## config.mk

```make
export PLATFORM = sky130hd
export DESIGN_NAME = fp_mul_seq
export DESIGN_NICKNAME = d
export VERILOG_FILES = /design/src/rtl/fp_mul_seq.sv
export SDC_FILE = /design/constraint.sdc
export NUM_CORES = 1
export LEC_CHECK = 0
export ABC_AREA = 1
export BUFFER_PORTS_ARGS = -buffer_cell sky130_fd_sc_hd__buf_4
export CAP_MARGIN = 15
export CORE_MARGIN = 3
export CORE_UTILIZATION = 45
export CTS_BUF_LIST = sky130_fd_sc_hd__clkbuf_16
export CTS_CLUSTER_SIZE = 14
export DETAILED_ROUTE_END_ITERATION = 10
export PLACE_DENSITY = 0.63
export SYNTH_ARGS = -nofsm -noshare
export SYNTH_HDL_FRONTEND = slang
export SYNTH_SLANG_ARGS = --single-unit
```

## constraint.sdc

```tcl
create_clock -name clk -period 3.41 [get_ports clk]
set_clock_uncertainty 0.2 [all_clocks]
set_input_delay 0.5115 -clock clk [delete_from_list [all_inputs] [get_ports clk]]
set_output_delay 0.5115 -clock clk [all_outputs]
set_load 0.1 [all_outputs]
```

## src/rtl/fp_mul_seq.sv

```systemverilog
// fp_mul_seq: IEEE-754-style multiplier, shift-add mantissa datapath, flush-to-zero, four rounding modes.
// Latency: done_sig MAN_W+4 edges after capture for normal operands, 2 edges for special operands.
// Backpressure: none; start_sig sampled only in IDLE, result/flags held until the next DONE entry.
module fp_mul_seq #(
    parameter int EXP_W = 8,
    parameter int MAN_W = 23
) (
    input  logic                 clk,
    input  logic                 rst_n,
    input  logic                 start_sig,
    input  logic [1:0]           rnd_mode,
    input  logic [EXP_W+MAN_W:0] A,
    input  logic [EXP_W+MAN_W:0] B,
    output logic [EXP_W+MAN_W:0] result,
    output logic                 done_sig,
    output logic                 busy,
    output logic [3:0]           flags
);
    localparam int W  = 1 + EXP_W + MAN_W;
    localparam int M  = MAN_W + 1;        // mantissa width incl. hidden bit
    localparam int PW = 2 * M;            // full product width
    localparam int XW = EXP_W + 2;        // signed working exponent width
    localparam int CW = $clog2(M + 1);

    localparam logic signed [XW-1:0] BIAS  = XW'((1 << (EXP_W - 1)) - 1);
    localparam logic signed [XW-1:0] EMAX  = XW'((1 << EXP_W) - 1);
    localparam logic signed [XW-1:0] EZERO = '0;
    localparam logic signed [XW-1:0] EONE  = XW'(1);
    localparam logic [W-1:0] QNAN = {1'b0, {EXP_W{1'b1}}, 1'b1, {(MAN_W-1){1'b0}}};

    typedef enum logic [2:0] {IDLE, UNPACK, MULT, NORM, ROUND, DONE} state_t;

    state_t                state;
    logic [W-1:0]          a_r, b_r;
    logic [1:0]            mode_r;
    logic                  sign_r;
    logic signed [XW-1:0]  exp_r;
    logic [M-1:0]          ma_r;
    logic [PW-1:0]         prod_r;
    logic [CW-1:0]         cnt_r;
    logic [M-1:0]          man_r;
    logic                  g_r, r_r, s_r;
    logic                  spec_r;
    logic [W-1:0]          spec_res_r;
    logic [3:0]            spec_flg_r;

    // Operand classification on the captured words
    logic [EXP_W-1:0] ea, eb;
    logic [MAN_W-1:0] fa, fb;
    logic a_nan, b_nan, a_snan, b_snan, a_inf, b_inf, a_zero, b_zero, sign_c;
    logic signed [XW-1:0] exp_sum_c;

    assign ea        = a_r[W-2:MAN_W];
    assign eb        = b_r[W-2:MAN_W];
    assign fa        = a_r[MAN_W-1:0];
    assign fb        = b_r[MAN_W-1:0];
    assign a_nan     = (&ea) & (|fa);
    assign b_nan     = (&eb) & (|fb);
    assign a_snan    = a_nan & ~fa[MAN_W-1];
    assign b_snan    = b_nan & ~fb[MAN_W-1];
    assign a_inf     = (&ea) & ~(|fa);
    assign b_inf     = (&eb) & ~(|fb);
    assign a_zero    = ~(|ea);             // subnormals flush to zero
    assign b_zero    = ~(|eb);
    assign sign_c    = a_r[W-1] ^ b_r[W-1];
    assign exp_sum_c = $signed({2'b00, ea}) + $signed({2'b00, eb}) - BIAS;

    // Special-value result selection; NaN beats Inf*0 beats Inf beats zero
    logic         spec_c;
    logic [W-1:0] spec_res_c;
    logic [3:0]   spec_flg_c;
    always_comb begin
        spec_c     = 1'b1;
        spec_res_c = QNAN;
        spec_flg_c = 4'b0000;
        if (a_nan | b_nan) begin
            spec_flg_c = {a_snan | b_snan, 3'b000};
        end else if ((a_inf & b_zero) | (b_inf & a_zero)) begin
            spec_flg_c = 4'b1000;
        end else if (a_inf | b_inf) begin
            spec_res_c = {sign_c, {EXP_W{1'b1}}, {MAN_W{1'b0}}};
        end else if (a_zero | b_zero) begin
            spec_res_c = {sign_c, {(W-1){1'b0}}};
        end else begin
            spec_c = 1'b0;
        end
    end

    // One shift-add step: add multiplicand into the upper half when the current multiplier bit is set
    logic [M:0] mac_sum;
    assign mac_sum = {1'b0, prod_r[PW-1:M]} + (prod_r[0] ? {1'b0, ma_r} : {(M+1){1'b0}});

    // Rounding, renormalisation on carry-out, and overflow/underflow result selection
    logic                 inx, inc, ovf, unf, to_inf;
    logic [M:0]           man_inc;
    logic [MAN_W-1:0]     frac_fin;
    logic signed [XW-1:0] exp_fin;
    logic [W-1:0]         rnd_res;
    logic [3:0]           rnd_flg;
    always_comb begin
        inx = g_r | r_r | s_r;
        case (mode_r)
            2'b00:   inc = g_r & (r_r | s_r | man_r[0]);
            2'b01:   inc = 1'b0;
            2'b10:   inc = ~sign_r & inx;
            default: inc = sign_r & inx;
        endcase
        man_inc  = {1'b0, man_r} + {{M{1'b0}}, inc};
        frac_fin = man_inc[MAN_W-1:0];
        exp_fin  = exp_r;
        if (man_inc[M]) begin
            frac_fin = man_inc[MAN_W:1];
            exp_fin  = exp_r + EONE;
        end
        ovf    = (exp_fin >= EMAX);
        unf    = (exp_fin <= EZERO);
        to_inf = (mode_r == 2'b00) | ((mode_r == 2'b10) & ~sign_r) | ((mode_r == 2'b11) & sign_r);
        rnd_res = {sign_r, exp_fin[EXP_W-1:0], frac_fin};
        rnd_flg = {3'b000, inx};
        if (ovf) begin
            rnd_res = to_inf ? {sign_r, {EXP_W{1'b1}}, {MAN_W{1'b0}}}
                             : {sign_r, {(EXP_W-1){1'b1}}, 1'b0, {MAN_W{1'b1}}};
            rnd_flg = 4'b0101;
        end else if (unf) begin
            rnd_res = {sign_r, {(W-1){1'b0}}};
            rnd_flg = 4'b0011;
        end
    end

    // Control FSM and datapath registers; result/flags only update on the way into DONE
    always_ff @(posedge clk or negedge rst_n) begin
        if (!rst_n) begin
            state      <= IDLE;
            a_r        <= '0;
            b_r        <= '0;
            mode_r     <= '0;
            sign_r     <= 1'b0;
            exp_r      <= '0;
            ma_r       <= '0;
            prod_r     <= '0;
            cnt_r      <= '0;
            man_r      <= '0;
            g_r        <= 1'b0;
            r_r        <= 1'b0;
            s_r        <= 1'b0;
            spec_r     <= 1'b0;
            spec_res_r <= '0;
            spec_flg_r <= '0;
            result     <= '0;
            flags      <= '0;
            done_sig   <= 1'b0;
            busy       <= 1'b0;
        end else begin
            case (state)
                IDLE: begin
                    if (start_sig) begin
                        a_r    <= A;
                        b_r    <= B;
                        mode_r <= rnd_mode;
                        busy   <= 1'b1;
                        state  <= UNPACK;
                    end
                end
                UNPACK: begin
                    sign_r     <= sign_c;
                    exp_r      <= exp_sum_c;
                    ma_r       <= {1'b1, fa};
                    prod_r     <= {{M{1'b0}}, 1'b1, fb};
                    cnt_r      <= '0;
                    spec_r     <= spec_c;
                    spec_res_r <= spec_res_c;
                    spec_flg_r <= spec_flg_c;
                    state      <= spec_c ? ROUND : MULT;
                end
                MULT: begin
                    prod_r <= {mac_sum, prod_r[M-1:1]};
                    cnt_r  <= cnt_r + CW'(1);
                    if (cnt_r == CW'(M - 1)) state <= NORM;
                end
                NORM: begin
                    if (prod_r[PW-1]) begin
                        man_r <= prod_r[PW-1:M];
                        g_r   <= prod_r[M-1];
                        r_r   <= prod_r[M-2];
                        s_r   <= |prod_r[M-3:0];
                        exp_r <= exp_r + EONE;
                    end else begin
                        man_r <= prod_r[PW-2:M-1];
                        g_r   <= prod_r[M-2];
                        r_r   <= prod_r[M-3];
                        s_r   <= |prod_r[M-4:0];
                    end
                    state <= ROUND;
                end
                ROUND: begin
                    result   <= spec_r ? spec_res_r : rnd_res;
                    flags    <= spec_r ? spec_flg_r : rnd_flg;
                    done_sig <= 1'b1;
                    state    <= DONE;
                end
                DONE: begin
                    done_sig <= 1'b0;
                    busy     <= 1'b0;
                    state    <= IDLE;
                end
                default: state <= IDLE;
            endcase
        end
    end
endmodule

```

==> results.md, run 1 <==
- Run status: completed
- Width of the die: 173 um
- Simple-gate share of the synthesized area: 0.251
- Number of library cell types mapped by synthesis: 52
- Wire length of the first global-routing pass: 52700 um
- Final clock period utilization by the worst path: 0.992
- Cells on worst reg2reg path: 20
- Share of the synthesized area in the top cell type: 0.451
- Layout overhead on the synthesized area: 22.2%
- Area of the die: 30000 sq um
- Library cell with the largest summed area after synthesis: dfrtp_1
- Total of flip-flops plus latches after synthesis: 227
- Gr usage total: 0.208
- Post-synthesis async set-or-reset flop share: 1.00
- Cell-by-cell trace of the critical path: inv_2 -> nor2_2 -> ha_1 -> o31ai_2 -> ha_2 -> ha_4 -> nand2_4 -> nor2_4 -> nand2_4 -> nor3_4 -> nand2_1 -> nand2_2 -> nand2_2 -> nor2_4 -> nand3_4 -> clkbuf_16 -> nand3_2 -> nand2_1 -> nand3_1 -> nand2_1
- Design Area, Final: 15400 sq um
- Fin. Hold Viols: 0
- YS warnings: 0
- Total negative setup slack: 0 ns
- Root buffer cell: clkbuf_16
- Total of buffers placed on input and output ports: 106
- Number of flops mapped to enable cells by yosys: 0
- Highest net fanout along the worst path: 8
- Flip-flop cell with the highest count after synthesis: dfrtp_1
- Number of slew-limit violations in the final report: 0
- Post-Place Cell Area: 13800 sq um
- Sequential share of the synthesized area: 0.451
- Data required, critical path: 3.64 ns
- Clock-pin slew on the worst setup and hold paths: 0.06 ns
- Clock Path Buffers: 3
- Initial standard-cell utilization of the core: 0.462
- Cell types with the largest area share after synthesis: dfrtp_1 45%, nand2_1 12%, inv_1 5.6%
- Cell with the most instances on the worst path: nand2_1
- Highest Clock Rate: 0.296 GHz
- Count of clock tree sinks: 227
- Worst min-delay path class: input port to register
- Worst setup path category: register to register
- Last weighted congestion value of the routability-driven placer: 0.887
- Hold Path Stages: 2
- Number of maximum-capacitance constraint violations: 0
- Hold_sp: A[29]
- Worst setup slack before clock tree synthesis: -0.0612 ns
- Nets: 1863
- Post-synthesis xor/xnor area fraction: 0.0167
- CTS H-Tree Depth: 1
- ANT nets after route: 0
- Latest clock arrival within the worst-skew pair: 0.54 ns
- Worst path max stage delay: 0.40 ns
- Wire length reported by the detailed router: 31500 um
- Number of buffers inserted during clock tree synthesis: 26
- Final setup viols: 0
- Min-Delay Endpoint: a_r[29]
- Synthesized area divided by synthesized cell count: 7.87 sq um
- Number of inserted filler cells in the final layout: 2589
- Maximum number of pins on one net before global-route repair: 84
- Detailed Route Iter0 Violations: 832
- Via count: 10800
- Ratio of total power to cell area: 954 nW/um^2
- Length of the first detailed-routing pass in iterations: 5
- Startpoint type of the worst setup path: register
- Gate count after technology mapping: 1599
- Slowest-stage cell, CP: dfrtp_1
- WL/cell: 14.7 um
- Portion of netlist area occupied by mux cells: 0.0133
- Setup repair after global routing missed its margin: true
- Slew at the pin closest to its max-slew limit: 1.00 ns
- Top Ports: 107
- Normalized max-slew margin: 0.330
- Via count of the first global-routing pass: 10600
- TritonCTS clock tree: built
- Utilization of the core after routing: 0.565
- DRC errors left: 0
- DP Wirelength: 22400 um
- Worst Setup End Kind: register
- Endpoint of the worst register-to-register path: result[12]
- Critical Path Start: mode_r[1]
- Slack of the critical path: 0.0267 ns
- GRT Residual Overflow: 0
- Floorplan row count: 60
- Adder-cell area share of the yosys netlist: 0.0469
- Antenna cells: 0
- Cell Area, Synth: 12600 sq um
- Syn nets: 1714
- Worst vdd rail ir drop: 0.478 mV
- Core region area: 27300 sq um
- Largest family of logic cells by synthesized area: simple AND/OR/NAND/NOR gates
- Startpoint of the worst-slack reg-to-reg timing path: mode_r[1]
- Total Power Consumption: 14700 uW
- Die boundary height: 173 um
- Reg-to-reg setup timing slack: 0.03 ns
- Antenna violations before repair: 0
- Static leakage: 0.00766 uW
- Period minus WS final: 3.38 ns
- Fraction of final layout cells with drive strength greater than 1: 0.152
- Compound-Gate Fraction of Synth Area: 0.141
- Average vias per placed instance: 5.07
- Arrival time of data at the critical path endpoint: 3.61 ns
==> metrics by stage <==
stage | std cells | hold slack (ns)
floorplan | 1599 | 0.0159
global placement | 2041 | 0.254
detailed placement | 2041 | 0.259
CTS | 2127 | 0.00132
global route | 2139 | 0.0113
finish | 2139 | 0.0152
==> layout make-up <==
type / count / area (sq um) / area share
multi-input combinational: 1115 / 6090 / 0.396
sequential: 227 / 5680 / 0.369
timing repair buffer: 183 / 1600 / 0.104
inverter: 194 / 733 / 0.0477
clock buffer: 26 / 651 / 0.0423
tap: 372 / 465 / 0.0303
clock inverter: 21 / 158 / 0.0102
timing repair inverter: 1 / 7.51 / 0.000488
==> flip-flops by register name, indices dropped and copies added, names as in the netlist, 2 cells and up <==
| register | cells |
|---|---|
| prod_r | 48 |
| a_r | 32 |
| b_r | 32 |
| result | 32 |
| ma_r | 24 |
| man_r | 24 |
| exp_r | 10 |
| cnt_r | 5 |
| flags | 4 |
| spec_res_r | 3 |
| state | 3 |
| mode_r | 2 |
==> logic make-up (layout without fill, tap and decap cells) <==
family          Yosys count  in the layout
flops                   227            227
buf+inv                 258            425
simple gates            717            718
mux                      15             15
fa+ha+maj                46             46
compound gates          312            312
xor+xnor                 24             24
==> repair_timing <==
item,in CTS,in global routing
hold endpoints to repair,114,0
buffers inserted,2,8
cloned,1,4
endpoints found under the setup margin,30,34
hold buffers,36,0
pin swaps,2,22
gates resized for setup,4,48
==> placed cells by master (no fill, tap or decap), types with 6 or more instances in the layout <==
cell / count
clkbuf_16: 28
o211ai_1: 23
clkinv_1: 10
inv_1: 193
o22ai_1: 15
nor2_2: 8
a31oi_1: 16
nand3_1: 71
o21ai_0: 111
nand2_4: 7
nand3_2: 16
nor2_4: 6
ha_1: 42
nor2_1: 142
o221ai_1: 11
a21oi_1: 99
dlygate4sd3_1: 36
xnor2_1: 8
nand4_1: 25
dfrtp_1: 227
nor3_1: 22
xor2_1: 16
nor4_1: 8
nand2_1: 380
buf_12: 6
mux2_2: 14
nand2_2: 11
buf_4: 135
o21ai_1: 12
==> critical path: cells and delay by family, from the launching register on <==
kind,cells,cell delay [ns]
compound gates,1,0.27
fa+ha+maj,3,0.69
buf+inv,2,0.29
flops,1,0.40
simple gates,14,1.40
==> routing by layer <==
| layer | up-vias | share of wire | GRT usage |
|---|---|---|---|
| met5 | - | 0 | 0 |
| met4 | 0 | 0.024 | 0.0503 |
| met3 | 45 | 0.039 | 0.0256 |
| met2 | 203 | 0.44 | 0.321 |
| met1 | 5016 | 0.49 | 0.314 |
| li1 | 5581 | - | - |
==> how the worst max path moves through the flow <==
stage / to / slack (ns) / depth (start not counted)
after CTS: result[16] / 0.01 / 22
final: result[12] / 0.03 / 20
after global placement: result[21] / 0.06 / 21
after global routing: result[10] / -0.17 / 20
after floorplan: result[15] / 0.31 / 23
after detailed placement: result[14] / -0.06 / 18
==> power breakdown <==
part	switching [uW]	internal [uW]	total [uW]
Clock	1120	1530	2650
Combinational	4920	2410	7320
Sequential	847	3860	4710
==> synthesized netlist by cell type (4+ instances only) <==
cell type	instances
nand2_1	390
dfrtp_1	227
inv_1	189
nor2_1	148
o21ai_0	116
a21oi_1	100
nand3_1	75
clkbuf_1	49
ha_1	44
nand4_1	25
nor3_1	23
o211ai_1	23
a31oi_1	16
xor2_1	16
o22ai_1	15
mux2_2	14
nand3_2	14
o221ai_1	11
nor4_1	9
xnor2_1	8
o21ai_1	7
buf_1	6
nand2_4	6
buf_6	5
nand2_2	5
nand3b_1	5
nor2_2	5
o21bai_1	4
Note: power is estimated with default switching activity, not from simulation.
==> run 2, diff against run 1 <==
Settings changed: PLACE_DENSITY 0.63 to 0.68.
==> run 2 against run 1 <==
Compared with the run above: global-route usage down 0.74 points; via count up 0.11%; combinational power down 0.5%; sequential share of layout area up 0.70 points; critical path depth unchanged; highest routed layer unchanged.
==> results.md, run 2 (same netlist as run 1, synthesis figures left out) <==
- Run status: completed
- Arrival time of data at the critical path endpoint: 3.63 ns
- TritonCTS clock tree: built
- Critical path buffers and inverters: 2
- Largest delay share family, worst path: simple AND/OR/NAND/NOR gates
- GRT Residual Overflow: 0
- Startpoint of the worst-slack reg-to-reg timing path: mode_r[1]
- Data required, critical path: 3.63 ns
- Number of flip-flops in the largest register: 48
- Worst vdd rail ir drop: 0.467 mV
- Largest reg by FF count: prod_r
- Floorplan row count: 60
- Total Power Consumption: 15100 uW
- Area of the die: 30000 sq um
- Die boundary height: 173 um
- Final clock period utilization by the worst path: 0.999
- Antenna violations before repair: 0
- Number of inserted filler cells in the final layout: 2564
- Core region area: 27300 sq um
- Ratio of total power to cell area: 998 nW/um^2
- Capturing instance or port of the critical path: result[8]
- Antenna cells: 0
- WL/cell: 14.9 um
- Width of the die: 173 um
- Normalized max-slew margin: 0.317
- Final setup viols: 0
- Count of clock tree sinks: 227
- DP Wirelength: 22300 um
- CTS H-Tree Depth: 1
- Static leakage: 0.00757 uW
- Via count of the first global-routing pass: 10300
- Wire length reported by the detailed router: 31200 um
- Top Ports: 107
- Period minus WS final: 3.41 ns
- Highest Clock Rate: 0.294 GHz
- Total negative setup slack: 0 ns
- Worst setup slack before clock tree synthesis: -0.0251 ns
- Via count: 10900
- Slowest-stage cell, CP: dfrtp_1
- ANT nets after route: 0
- DRC errors left: 0
- Cells on worst reg2reg path: 20
- Average vias per placed instance: 5.18
- Reg-to-reg setup timing slack: 0.003 ns
- Number of maximum-capacitance constraint violations: 0
- Last weighted congestion value of the routability-driven placer: 0.891
- Root buffer cell: clkbuf_16
- Wire length of the first global-routing pass: 51500 um
- Highest net fanout along the worst path: 7
- Length of the first detailed-routing pass in iterations: 5
- Gr usage total: 0.201
- Total of buffers placed on input and output ports: 106
- Number of slew-limit violations in the final report: 0
- Clock-pin slew on the worst setup and hold paths: 0.06 ns
- Worst min-delay path class: input port to register
- Fraction of final layout cells with drive strength greater than 1: 0.158
- Detailed Route Iter0 Violations: 889
- Number of buffers inserted during clock tree synthesis: 25
- Cell-by-cell trace of the critical path: inv_2 -> nor2_2 -> ha_1 -> o31ai_2 -> ha_2 -> ha_4 -> nand2_4 -> nor2_4 -> nand2_4 -> nor2_4 -> nand2_4 -> o21ai_2 -> nand2_2 -> nor2_4 -> nand3_4 -> clkbuf_16 -> nand3_2 -> nand2_1 -> nand3_1 -> nand2_1
- Worst path max stage delay: 0.41 ns
- Layout overhead on the synthesized area: 19.9%
- Slack of the critical path: 0.00316 ns
- Utilization of the core after routing: 0.554
- Most frequent standard cell in the layout excluding fill and tap cells: nand2_1
- Critical Path Stages: 20
- Most frequent cells in the layout: 381 x nand2_1, 227 x dfrtp_1, 186 x inv_1, 143 x nor2_1, 128 x buf_4
- Maximum number of pins on one net before global-route repair: 76
- Latest clock arrival within the worst-skew pair: 0.53 ns
- Worst Setup End Kind: register
- Endpoint of the worst register-to-register path: result[8]
- Startpoint type of the worst setup path: register
- Worst setup path category: register to register
- Critical Path Start: mode_r[1]
- Setup repair after global routing missed its margin: true
- Slew at the pin closest to its max-slew limit: 1.02 ns
- Initial standard-cell utilization of the core: 0.462
- Fin. Hold Viols: 0
- Clock Path Buffers: 3
- Nets: 1820
[run 2: metal layers]
| layer | track usage | vias to the layer above | wire length (um) |
|---|---|---|---|
| li1 | - | 5493 | - |
| met2 | 0.317 | 258 | 14000 |
| met5 | 0 | - | 0 |
| met1 | 0.302 | 5059 | 15200 |
| met3 | 0.0234 | 47 | 1380 |
| met4 | 0.0382 | 0 | 545 |
[run 2: layout make-up]
class,instances,area [sq um],share of cell area
timing repair buffer,140,1170,0.0773
multi-input combinational,1116,6100,0.404
timing repair inverter,1,5.00,0.000331
inverter,194,736,0.0487
sequential,227,5680,0.376
tap,372,465,0.0308
clock inverter,21,314,0.0208
clock buffer,25,626,0.0414
[run 2: how the worst min path moves through the flow]
stage,slack [ns],to,depth (start not counted),startpoint
after floorplan,0.02,a_r[0],0,rst_n
after global placement,0.25,ma_r[23],1,ma_r[23]
after detailed placement,0.25,ma_r[23],1,ma_r[23]
after CTS,0.0004,b_r[29],2,B[29]
after global routing,0.008,a_r[24],2,A[24]
final,0.02,a_r[28],2,A[28]
[run 2: worst register-to-register path, stage by stage (launching register included)]
cell and delay, ns:
dfrtp_1 0.41, inv_2 0.10, nor2_2 0.04, ha_1 0.30, o31ai_2 0.26, ha_2 0.24, ha_4 0.15, nand2_4 0.05
nor2_4 0.12, nand2_4 0.13, nor2_4 0.18, nand2_4 0.09, o21ai_2 0.15, nand2_2 0.09, nor2_4 0.13, nand3_4 0.16
clkbuf_16 0.21, nand3_2 0.07, nand2_1 0.08, nand3_1 0.09, nand2_1 0.05
[run 2: power by group]
group          switching [uW]  total, uW  internal, uW
registers                 862       4720          3860
logic                    4930       7280          2350
clock network            1120       3070          1950
total                    6920      15100          8160
[run 2: repair_timing]
item | 4_1_cts | 5_1_grt
pin swaps | 0 | 20
cloned | 0 | 6
gates resized for setup | 7 | 47
endpoints found under the hold margin | 57 | 0
setup endpoints to repair | 9 | 32
setup buffers | 0 | 5
hold buffers | 2 | 0
[run 2: stage by stage]
step	std cells	hold WS, ns	area, sq um
finish	2096	0.0195	15100
floorplan	1599	0.0159	12600
CTS	2085	0.000385	14800
global placement	2037	0.253	13800
global route	2096	0.00832	15100
detailed placement	2037	0.254	13800
==> run 3, diff against run 2 <==
Settings changed: CORE_ASPECT_RATIO set to 1.2.
==> run 3 against run 2 <==
Compared with the run above: clock power is 15% lower; sequential power is 1% higher; final cell count is 0.14% higher; register-to-register slack better by 0.08 ns; flip-flop and latch count stayed put; setup slack better by 0.085 ns; routed wire length is 3.1% higher; final area is 1.1% lower; fmax is 2.5% higher; non-clock buffer count is 4 higher; highest routed layer unchanged.
==> results.md, run 3 (same netlist as run 1, synthesis figures left out) <==
- Largest reg by FF count: prod_r
- Core region area: 27300 sq um
- DRC errors left: 0
- ANT nets after route: 0
- Post-route worst hold slack: 0.0251 ns
- Fraction of final layout cells with drive strength greater than 1: 0.153
- Latest clock arrival within the worst-skew pair: 0.52 ns
- Fin. Hold Viols: 0
- Startpoint of the worst-slack reg-to-reg timing path: mode_r[1]
- Number of flip-flops in the largest register: 48
- Final setup viols: 0
- DP Wirelength: 23300 um
- Via count: 10900
- Layout overhead on the synthesized area: 18.6%
- Wire length of the first global-routing pass: 51800 um
- Total of buffers placed on input and output ports: 106
- Met1 routing resource usage after global routing: 0.290
- Worst vdd rail ir drop: 0.506 mV
- GRT Residual Overflow: 0
- Number of buffers inserted during clock tree synthesis: 24
- Clock Path Buffers: 3
- Root buffer cell: clkbuf_16
- Worst setup path category: register to register
- Nets: 1822
- Combinational share of power: 0.497
- Last weighted congestion value of the routability-driven placer: 0.902
- Worst min-delay path class: input port to register
- Period minus WS final: 3.32 ns
- Arrival time of data at the critical path endpoint: 3.53 ns
- Startpoint type of the worst setup path: register
- Via count of the first global-routing pass: 10300
- Data required, critical path: 3.62 ns
- Capturing instance or port of the critical path: result[1]
- Wire length reported by the detailed router: 32200 um
- Static leakage: 0.00750 uW
- Endpoint of the worst register-to-register path: result[1]
- Area of the multi-input gates: 6060 sq um
- Width of the die: 159 um
- Internal power component: 7760 uW
- Run status: completed
- Power share of the sequential group: 0.325
- Normalized max-slew margin: 0.313
- Die boundary height: 189 um
- Maximum number of pins on one net before global-route repair: 91
- Area of the die: 30000 sq um
- Most frequent cells in the layout: 383 x nand2_1, 227 x dfrtp_1, 189 x inv_1, 144 x nor2_1, 133 x buf_4
- Highest Clock Rate: 0.301 GHz
- Switching power of the nets: 6890 uW
- Total Power Consumption: 14700 uW
- Cells on worst reg2reg path: 20
- Detailed Route Iter0 Violations: 808
- Number of slew-limit violations in the final report: 0
- Final clock period utilization by the worst path: 0.974
- CTS H-Tree Depth: 1
- Critical Path Start: mode_r[1]
- Slew at the pin closest to its max-slew limit: 1.03 ns
- Ratio of total power to cell area: 981 nW/um^2
- Gr usage total: 0.208
- Floorplan row count: 66
- Highest net fanout along the worst path: 7
- Antenna violations before repair: 0
- Worst Setup End Kind: register
- Length of the first detailed-routing pass in iterations: 5
- Busiest metal layer after global routing: met2
- Switching part of the total power: 0.470
- Met3 usage: 0.0199
- TritonCTS clock tree: built
- WL/cell: 15.3 um
- Antenna cells: 0
- Top Ports: 107
- Clock-pin slew on the worst setup and hold paths: 0.06 ns
- Initial standard-cell utilization of the core: 0.461
- Most frequent standard cell in the layout excluding fill and tap cells: nand2_1
- Setup repair after global routing missed its margin: true
- Utilization of the core after routing: 0.546
- Number of maximum-capacitance constraint violations: 0
- Clock share of power: 0.178
- Average vias per placed instance: 5.21
- Global-route met2 utilization: 0.347
- Area taken by flip-flops and latches: 5680 sq um
- Number of inserted filler cells in the final layout: 2551
- Count of clock tree sinks: 227
- Reg-to-reg setup timing slack: 0.09 ns
- Hold Path Stages: 2
==> run 3: final cells by class <==
type / count / area share
repair inverters: 1 / 0.000335
multi-input cells: 1115 / 0.406
flip-flops and latches: 227 / 0.380
well taps: 374 / 0.0313
clock buffers: 25 / 0.0419
inverters: 194 / 0.0493
clock inverters: 19 / 0.0106
repair buffers: 144 / 0.0804
==> run 3: routing by layer <==
layer | routed length (um) | part of all wire
met1 | 14100 | 0.44
met2 | 15900 | 0.49
met3 | 1320 | 0.041
met4 | 833 | 0.026
met5 | 0 | 0
==> run 3: power groups by stage <==
stage          sequential, uW  combinational [uW]  clock, uW
6_report                 4770                7280       2610
5_1_grt                  4900                8140       2780
4_1_cts                  4750                7080       2660
3_5_place_dp             4790                7040          0
3_3_place_gp             4750                6910          0
2_1_floorplan            5640                4310          0
==> run 3: critical path: stages (launching register included) <==
cell and delay (ns):
dfrtp_1 0.41, inv_2 0.07, nor2_1 0.04, ha_1 0.28, o31ai_2 0.24, ha_2 0.24, ha_4 0.15, nand2_4 0.05
nor2_4 0.12, nand2_4 0.12, nor2_4 0.12, nand2_2 0.09, o21ai_1 0.15, nand2_1 0.12, nor2_2 0.14, nand3_4 0.18
clkbuf_16 0.22, nand3_1 0.06, nand2_1 0.06, nand3_2 0.07, nand2_1 0.05
==> run 3: through the flow <==
step / worst slack (ns) / instances / cell area [sq um] / setup TNS [ns]
after floorplan: 0.312 / 1599 / 12600 / 0
after global placement: 0.122 / 2038 / 13800 / 0
after detailed placement: -0.00914 / 2038 / 13800 / -0.0174
after CTS: -0.00456 / 2083 / 14600 / -0.00456
after global routing: -0.126 / 2099 / 14900 / -2.56
final: 0.0877 / 2099 / 14900 / 0
==> run 3: how the worst min path moves through the flow <==
stage             start       end
2_1_floorplan     rst_n    a_r[0]
3_5_place_dp   ma_r[23]  ma_r[23]
6_report          A[27]   a_r[27]
3_3_place_gp   ma_r[23]  ma_r[23]
5_1_grt           A[27]   a_r[27]
4_1_cts           A[27]   a_r[27]
==> run 3: repair_timing <==
| action | CTS | global route |
|---|---|---|
| gates resized for setup | 0 | 44 |
| pin swaps | 0 | 9 |
| gates cloned | 0 | 5 |
| hold buffers | 1 | 0 |
| hold endpoints to repair | 86 | 0 |
| setup buffers | 0 | 11 |
| endpoints found under the setup margin | 1 | 36 |
